==> config.mk <==
export PLATFORM = sky130hd
export DESIGN_NAME = mem_arbiter
export DESIGN_NICKNAME = d
export VERILOG_FILES = /design/src/rtl/mem_arbiter.sv
export SDC_FILE = /design/constraint.sdc
export NUM_CORES = 1
export LEC_CHECK = 0
export ABC_AREA = 1
export CAP_MARGIN = 20
export CORE_AREA = 2 2 164 166
export DETAILED_ROUTE_END_ITERATION = 12
export DIE_AREA = 0 0 166 168
export GPL_TIMING_DRIVEN = 0
export HOLD_SLACK_MARGIN = 0.15
export PLACE_DENSITY_LB_ADDON = 0.12
export SLEW_MARGIN = 15
export SYNTH_ARGS = -nofsm -noshare
export SYNTH_HDL_FRONTEND = slang
export SYNTH_SLANG_ARGS = --single-unit
export TNS_END_PERCENT = 20
==> constraint.sdc <==
create_clock -name clk -period 1.3 [get_ports clk]
set_input_delay 0.195 -clock clk [delete_from_list [all_inputs] [get_ports clk]]
set_output_delay 0.195 -clock clk [all_outputs]
set_load 0.005 [all_outputs]
==> src/rtl/mem_arbiter.sv <==
// Two-port (CPU / DMA) arbiter in front of a single-ported RAM.
// Round-robin grant with an IDLE -> ACCESS (MEM_LAT cycles) -> ACK handshake per transaction.
module mem_arbiter #(
  parameter int unsigned MEM_LAT = 1
) (
  input  logic        clk,
  input  logic        rst,
  input  logic        c_req,
  input  logic        c_we,
  input  logic [31:0] c_addr,
  input  logic [31:0] c_wdata,
  output logic [31:0] c_rdata,
  output logic        c_ack,
  input  logic        d_req,
  input  logic        d_we,
  input  logic [31:0] d_addr,
  input  logic [31:0] d_wdata,
  output logic [31:0] d_rdata,
  output logic        d_ack,
  output logic [31:0] mem_addr,
  output logic [31:0] mem_wdata,
  output logic        mem_rd,
  output logic        mem_wr,
  input  logic [31:0] mem_rdata,
  output logic        cpu_stall,
  output logic [1:0]  owner
);

  localparam logic [1:0] IDLE     = 2'd0;
  localparam logic [1:0] ACCESS   = 2'd1;
  localparam logic [1:0] ACK      = 2'd2;
  localparam logic [1:0] CNT_LAST = 2'(MEM_LAT - 1);

  logic [1:0]  r_state;
  logic [1:0]  r_cnt;
  logic        r_last_dma;
  logic        r_own_dma;
  logic        r_we;
  logic [31:0] r_addr;
  logic [31:0] r_wdata;
  logic [31:0] r_c_rdata;
  logic [31:0] r_d_rdata;

  logic w_grant;
  logic w_pick_dma;
  logic w_access;
  logic w_ack;

  // DMA wins alone, or on a tie when the CPU held the previous grant.
  always_comb begin
    w_grant    = c_req | d_req;
    w_pick_dma = d_req & (~c_req | ~r_last_dma);
  end

  always_ff @(posedge clk) begin
    if (rst) begin
      r_state    <= IDLE;
      r_cnt      <= '0;
      r_last_dma <= 1'b1;
      r_own_dma  <= 1'b0;
      r_we       <= 1'b0;
      r_addr     <= '0;
      r_wdata    <= '0;
      r_c_rdata  <= '0;
      r_d_rdata  <= '0;
    end else begin
      case (r_state)
        IDLE: begin
          if (w_grant) begin
            r_state    <= ACCESS;
            r_cnt      <= '0;
            r_own_dma  <= w_pick_dma;
            r_last_dma <= w_pick_dma;
            r_we       <= w_pick_dma ? d_we    : c_we;
            r_addr     <= w_pick_dma ? d_addr  : c_addr;
            r_wdata    <= w_pick_dma ? d_wdata : c_wdata;
          end
        end
        ACCESS: begin
          if (r_cnt == CNT_LAST) begin
            r_state <= ACK;
            r_cnt   <= '0;
            if (!r_we) begin
              if (r_own_dma) r_d_rdata <= mem_rdata;
              else           r_c_rdata <= mem_rdata;
            end
          end else begin
            r_cnt <= r_cnt + 2'd1;
          end
        end
        ACK:     r_state <= IDLE;
        default: r_state <= IDLE;
      endcase
    end
  end

  always_comb begin
    w_access  = (r_state == ACCESS);
    w_ack     = (r_state == ACK);
    mem_rd    = w_access & ~r_we;
    mem_wr    = w_access &  r_we;
    mem_addr  = w_access ? r_addr  : '0;
    mem_wdata = w_access ? r_wdata : '0;
    c_ack     = w_ack & ~r_own_dma;
    d_ack     = w_ack &  r_own_dma;
    c_rdata   = r_c_rdata;
    d_rdata   = r_d_rdata;
    cpu_stall = c_req & ~c_ack;
    owner     = (w_access | w_ack) ? (r_own_dma ? 2'b10 : 2'b01) : 2'b00;
  end

endmodule

# ---- After elaboration in Yosys (flattened, before gate mapping)
# Index checks and enable logic that the tools add are counted.
dict set report classes {
  n_bitwise 14
  n_addsub 1
  n_mux 13
  n_eq_ne 4
  n_reduce_logical 8
}
# op count
set ops {}
lappend ops {{32-bit 2-to-1 mux} 4}
lappend ops {{2-bit 2-to-1 mux} 6}
lappend ops {{2-bit case mux with 2 select lines} 2}
lappend ops {{4-bit AND reduction} 2}
lappend ops {{1-bit bitwise AND} 6}
lappend ops {{2-bit AND reduction} 3}
lappend ops {{1-bit inverter} 5}
lappend ops {{2-bit zero test} 2}
lappend ops {{1-bit bitwise OR} 3}
lappend ops {{2-bit by 1-bit adder with 2-bit output, second input constant} 1}
lappend ops {{2-bit by 1-bit == test with 1-bit output, second input constant} 1}
lappend ops {{2-bit == test, second input constant} 1}
lappend ops {{2-bit by 1-bit != test with 1-bit output, second input constant} 1}
lappend ops {{2-bit != test, second input constant} 1}
lappend ops {{2-bit nonzero test} 1}
lappend ops {{1-bit 2-to-1 mux} 1}
dict set report totals {
  output_inout_bits 135
  inputBits 166
  ff_bits 135
  word_cells 49
}

# ---- Depth between registers and ports, before layout
# Gate-level depths: netlist of the first run.
dict set report logic_depth {
  word_depth 4
  mapped_depth 9
}

# ---- Worst setup path before layout of the first run
# Ideal clock, no wire load.
dict set report synth_path {
  path_kind {register to register}
  from {register r_state[1]}
  to {register r_wdata[18]}
  t_arrival_ns 1.269
  path_stages_with_launch 10
  period_less_slack_ns 1.386
  required_ns 1.183
  slack_ns -0.086
  path_buffers 2
  setup_time_ns 0.117
  cell_sequence {dfxtp_1 inv_1 ha_1 inv_2 nor2_4 buf_4 buf_2 nand2_1 nor2_1 nor2_1}
}
dict set report synth_via {
  elab_chain_cells 2
}
# element line
set synth_rtl {}
lappend synth_rtl {{start, declared} 34} ;# logic [1:0] r_state;
lappend synth_rtl {{start signal, assigned} 57} ;# r_state <= IDLE;
lappend synth_rtl {{start signal, assigned} 70} ;# r_state <= ACCESS;
lappend synth_rtl {{start signal, assigned} 81} ;# r_state <= ACK;
lappend synth_rtl {{2-bit zero test} 67} ;# case (r_state)
lappend synth_rtl {{2-bit AND reduction (no line)} n/a}
lappend synth_rtl {{end signal, assigned} 76} ;# r_wdata <= w_pick_dma ? d_wdata : c_wdata;
lappend synth_rtl {{end, declared} 40} ;# logic [31:0] r_wdata;
# No other way between the ends.
# A chain may end at the register's enable or synchronous reset.

# ---- Worst setup path after layout of the first run
dict set report layout_path {
  from {register r_state[0]}
  to {output port mem_addr[23]}
}
dict set report layout_via {
  elab_chain_cells 2
}
# element line
set layout_rtl {}
lappend layout_rtl {{2-bit by 1-bit == test with 1-bit output} 98} ;# w_access = (r_state == ACCESS);
lappend layout_rtl {{32-bit 2-to-1 mux} 102} ;# mem_addr = w_access ? r_addr : '0;
lappend layout_rtl {{end, declared} 20} ;# output logic [31:0] mem_addr,
# No other way between the ends.

==> results of run 1 <==
-- Yosys cell counts (all sizes together) --
cell / number / area (um^2)
nor2: 330 / 1250
nand2: 210 / 791
inv: 146 / 548
dfxtp: 135 / 2700
o21ai: 130 / 651
buf: 39 / 264
clkbuf: 22 / 83.8
ha: 6 / 75.1
nand3: 6 / 30.0
a21oi: 5 / 25.0
nand4: 1 / 12.5
-- through the flow --
stage          util, %  power, mW
2_1_floorplan        -       6.34
3_3_place_gp      37.6       7.89
3_5_place_dp      37.6       7.90
4_1_cts           41.5       13.4
5_1_grt           42.4       14.1
6_report          42.4       13.3
-- registers in the layout (all words and copies together), names as in the netlist --
signal and cells:
d_rdata 32, r_wdata 32, c_rdata 32, r_addr 32
r_last_dma 1, r_we 1, r_state 2, r_cnt 2
r_own_dma 1
-- cells by family (layout without fill, tap and decap cells) --
| group | count (synthesis) | count (layout) | synth area share (%) |
|---|---|---|---|
| AOI/OAI and AO/OA | 135 | 135 | 10.5 |
| adders and majority gates | 6 | 6 | 1.17 |
| buffers and inverters | 207 | 570 | 13.9 |
| DFF | 135 | 135 | 42.0 |
| and+or+nand+nor | 547 | 547 | 32.4 |
-- power by group through the flow --
stage	sequential [mW]	clock [mW]	combinational (mW)
after floorplan	4.86	0	1.48
final	4.86	5.02	3.43
after detailed placement	4.88	0	3.02
after global routing	4.92	5.34	3.87
after CTS	4.83	5.20	3.40
after global placement	4.87	0	3.02
-- layer usage --
layer | vias to the layer above | share of wire (%)
li1 | 3769 | -
met1 | 3174 | 42
met2 | 214 | 48
met3 | 18 | 8.9
met4 | 0 | 1.2
met5 | - | 0
-- final timing paths --
path / startpoint / depth (start not counted) / to / slack, ns
max: r_state[0]$_SDFFE_PP0P_ / 7 / mem_addr[23] / -0.49
min: mem_rdata[29] / 3 / c_rdata[29]$_SDFFE_PP0P_ / 0.41
max reg2reg: r_state[1]$_SDFFE_PP0P_ / 10 / r_we$_SDFFE_PP0P_ / -0.30
min reg2reg: r_last_dma$_SDFFE_PP1P_ / 2 / r_last_dma$_SDFFE_PP1P_ / 0.47
-- layout by cell type, fill, tap and decap left out, types with 2 or more instances in the layout --
cell type and instances:
inv_2 41, buf_8 8, dlygate4sd2_1 64, inv_4 2
nor2_1 324, buf_4 21, nand2_2 33, clkbuf_4 4
o21ai_1 25, clkbuf_16 18, clkbuf_2 8, ha_1 2
buf_2 35, inv_6 3, ha_4 3, nand3_1 6
nand2_1 156, dfxtp_1 128, buf_12 6, nor2_4 2
a21oi_1 5, nor2_2 4, buf_6 69, clkinv_4 4
clkbuf_1 8, clkdlybuf4s50_1 165, clkinvlp_4 2, nand2_4 21
o21ai_0 104, clkbuf_8 5, bufinv_16 2, inv_1 103
dfxtp_2 6
-- worst min-delay path, delay by kind of cell --
| kind | cells | cell delay (ns) |
|---|---|---|
| AOI/OAI and AO/OA | 1 | 0.14 |
| buffers and inverters | 1 | 0.42 |
| and+or+nand+nor | 1 | 0.04 |
-- cell type report --
type                    instances  area [um^2]
clock buffers                  20          467
multi-input cells             688         3140
plain buffers                  60          544
fillers                      2824        15200
clock inverters                12          141
inverters                     146          553
repair buffers                332         3200
flip-flops and latches        135         2710
well taps                     341          427
-- what timing repair did --
action | 4_1_cts | 5_1_grt
pin swaps | 42 | 7
endpoints found under the setup margin | 264 | 205
buffers inserted | 26 | 5
gates cloned | 6 | 0
hold endpoints to repair | 0 | 0
gates resized for setup | 519 | 108
==> run metrics, run 1 <==
final std cells w/o fill=between 1500 and 2000; vias per cell=roughly 4.1; final wirelength=23.8 mm; clock share of power=around 38%; CTS HTree Levels=4; largest net degree at the start of global routing=17; Logic pwr share=about a quarter; clk slew on worst S/H paths=around 0.06 ns; DR vias=approximately 7200; initial core utilization=roughly a quarter; port buffer count=300; sequential area share after synthesis=42.0%; FP Rows=60; number of clock sinks=between 100 and 150; met3 usage=slightly below 7%; final hold vios=0; Tmin final=approximately 1.8 ns; Die ar.=around 28000 um^2; core area=around 26000 um^2; worst path bufs/invs=5; wire per inst=roughly 14 um; nature of the critical path startpoint=register; setup repair after global routing missed its margin=true; root buf cell=clkbuf_16; Cells after Synth=1030; Worst Setup Path Type=reg -> out; syn nets=1202; Pleak=5.93 nW; slew margin rel.=between 70% and 80%; Worst Setup End Kind=output port; worst-skew pair later-pin latency=0.42 ns; Crit path arrival time=between 1.5 and 2 ns; Cell Area, Synth=6430 um^2; met2 Track Usage GR=between 20 and 30%; sequential share of power=a little over a third; Iter 0 DRT Violations=259; outcome=complete, but fails checks; Final Net Count=roughly 1600; antenna violations before repair=0; die height=168 um; total grt overflow=0; CTS max path bufs=2; gr usage total=approximately 17%; Worst Skew=roughly 0.012 ns; Hold Path Class=in -> reg; # diodes=0; I/O pin cnt=301; YS warnings=0; Die W=166 um; final slew viol count=0; CP top delay family=buffers and inverters; WP data required=approximately 1.1 ns; Slowest cell on crit path=dfxtp_4; failing checks=negative setup slack; first-pass GRT wire length=about 38 mm; maximum clock frequency=559 MHz; Area Overhead vs Synth=73.8%; crit-path cells=ha_4 > buf_12 > buf_8 > buf_6 > nand2_2 > inv_2 > buf_6; Mapped Avg Cell Area=6.25 um^2; number of setup violations in the final report=about 200; internal power=between 9 and 10 mW; Worst-Margin Slew=0.444 ns; vias in the first global route=a little over 7000; crit path max fanout=8; final worst slack=-0.489 ns; total CTS buffers=17; HPWL after DPL=17.7 mm; post-route cell area=11200 um^2; gp weighted congestion=0.785; Crit path top cell by count=buf_6; Seq cells post-synth=135; Hold WS=~0.41 ns; Post-route DRC=0; share of cells above drive strength 1=between 20 and 25%; Placed Cells=~1700; Post-Place Setup Slack=-1.07 ns; Sw Ratio=~30%; antenna-violating nets left=0; Cell Area, Placed=9900 um^2; CP max stage delay=approximately 0.39 ns; synth unique cells=20; gr busiest metal=met2; worst vdd rail ir drop=roughly 0.00066 V; pwr/cell area=between 1000 and 1500 nW/um^2; Pre-antenna DRT Iters=4; Post-CTS Hold Buffers=0; Setup TNS=-53.65 ns; GR Util met1=between 20 and 25%; CTS tree=yes; # Max-Cap Violations=0; switching power=3.93 mW; Final period util=138%
Power figures use the tool's default switching activity.
==> inputs of run 2 (changes only) <==
Settings changed: CORE_AREA 2 2 164 166 to 2 2 134 136, DIE_AREA 0 0 166 168 to 0 0 136 138.
==> run metrics, run 2 (synthesis results as in run 1) <==
Tmin final=between 1.5 and 2 ns; failing checks=negative setup slack; clk slew on worst S/H paths=around 0.060 ns; final wirelength=between 20 and 25 mm; nature of the critical path startpoint=register; Met1 Wirelength=between 8 and 9 mm; Worst Skew=roughly 0.012 ns; Die W=between 100 and 150 um; core area=between 15000 and 20000 um^2; antenna-violating nets left=0; met3 wire len=between 1.5 and 2 mm; Pre-antenna DRT Iters=4; most common cell after layout, fill and taps aside=nor2_1; total grt overflow=0; Die ar.=18800 um^2; Worst-Margin Slew=0.472 ns; Crit path arrival time=about 1.7 ns; first-pass GRT wire length=33.5 mm; slew margin rel.=between 60% and 70%; DR vias=just over 7000; FP Rows=just under 50; Pwr Total=between 10 and 15 mW; Worst Setup End Kind=output port; Slowest cell on crit path=dfxtp_2; vias per cell=around 4.4; Hold WS=between 0.3 and 0.4 ns; root buf cell=clkbuf_16; vias in the first global route=between 6000 and 7000; fin util=~64%; antenna violations before repair=0; outcome=complete, but fails checks; final slew viol count=0; Post-route DRC=0; HPWL after DPL=about 16 mm; worst vdd rail ir drop=between 0.0009 and 0.001 V; WP data required=1.11 ns; share of cells above drive strength 1=approximately 25%; Worst Setup Path Type=reg -> out; maximum clock frequency=approximately 530 MHz; CTS tree=yes; CP top delay family=buffers and inverters; initial core utilization=approximately 37%; routed wire length on met2=roughly 11 mm; number of clock sinks=between 100 and 150; CTS max path bufs=2; final worst slack=-0.585 ns; gp weighted congestion=roughly 0.83; setup repair after global routing missed its margin=true; uppermost layer routed=met4; # Max-Cap Violations=0; pwr/cell area=around 1200 nW/um^2; Post-Place Setup Slack=-0.966 ns; crit path max fanout=5; worst-skew pair later-pin latency=0.43 ns; gr usage total=between 20% and 30%; CTS HTree Levels=4; largest net degree at the start of global routing=17; worst path bufs/invs=7; final hold vios=0; Hold Path Class=in -> reg; Area Overhead vs Synth=73.5%; wire per inst=13.5 um; total CTS buffers=17; I/O pin cnt=301; most frequent cells in the layout=305 x nor2_1, 165 x clkdlybuf4s50_1, 148 x nand2_1; Crit path top cell by count=buf_6; Final period util=145%; Pleak=approximately 6 nW; Iter 0 DRT Violations=between 200 and 300; fill count=1618; CP max stage delay=roughly 0.34 ns; crit-path cells=inv_2 > ha_4 > buf_12 > buf_6 > buf_6 > buf_8 > nand2_2 > inv_1 > buf_2; Final Net Count=about 1600; number of setup violations in the final report=roughly 210; port buffer count=300; die height=approximately 140 um
==> run 2: changes by cell type in the layout (fill, tap and decap cells not counted), sizes merged <==
cell	change
bufinv	-2
diode	+1
clkinv	-3
inv	+7
clkinvlp	+1
clkbuf	+5
==> run 2: final timing paths <==
check,end,slack [ns],from,depth (start not counted)
min reg2reg,r_last_dma$_SDFFE_PP1P_,0.46,r_last_dma$_SDFFE_PP1P_,2
max reg2reg,r_addr[26]$_SDFFE_PP0P_,-0.45,r_state[1]$_SDFFE_PP0P_,12
min,c_rdata[8]$_SDFFE_PP0P_,0.40,mem_rdata[8],3
max,mem_wdata[16],-0.59,r_state[1]$_SDFFE_PP0P_,9
==> run 2: worst min-delay path: cells and delay by family <==
family,cells,cell delay [ns]
AOI/OAI and AO/OA,1,0.13
buffers and inverters,1,0.42
and+or+nand+nor,1,0.04
==> run 2: per-layer routing <==
| metal | global-route usage, % | vias to the layer above |
|---|---|---|
| met5 | 0 | - |
| met4 | 8.61 | 0 |
| met3 | 7.74 | 27 |
| met2 | 38.5 | 243 |
| met1 | 25.8 | 3177 |
| li1 | - | 3789 |
==> run 2: timing repair <==
item                       CTS  global route
cloned                       5             6
pin swaps                   43            10
resized for setup          507           164
buffers inserted            19            12
hold buffers                 0             0
setup endpoints to repair  263           206
==> run 2: through the flow <==
stage	instance area, um^2	setup TNS (ns)	cells
2_1_floorplan	6470	-2.38	1030
4_1_cts	10700	-75.54	1615
3_3_place_gp	9760	-114.46	1559
3_5_place_dp	9760	-118.94	1559
6_report	11200	-77.63	1631
5_1_grt	11200	-95.43	1630
==> run 2: cell type report <==
class / count / area (um^2) / area share [%]
Timing Repair Buffer: 339 / 3240 / 29.1
Sequential cell: 135 / 2720 / 24.4
Tap cell: 229 / 287 / 2.57
Multi-Input combinational cell: 688 / 3220 / 28.9
Inverter: 146 / 556 / 4.98
Antenna cell: 1 / 2.50 / 0.0224
Clock inverter: 15 / 131 / 1.18
Buffer: 61 / 571 / 5.11
Clock buffer: 17 / 425 / 3.81
==> run 2: power breakdown <==
group          total, mW  internal (mW)  switching (mW)
clock network       4.58           2.51            2.06
registers           4.89           4.59           0.301
logic               3.68           1.98            1.71
==> inputs of run 3 (changes only) <==
Settings changed: CAP_MARGIN 20 to unset, CTS_CLUSTER_SIZE set to 12.
==> results of run 3 <==
The final DEF is identical to that of run 2; final timing and power are the same.
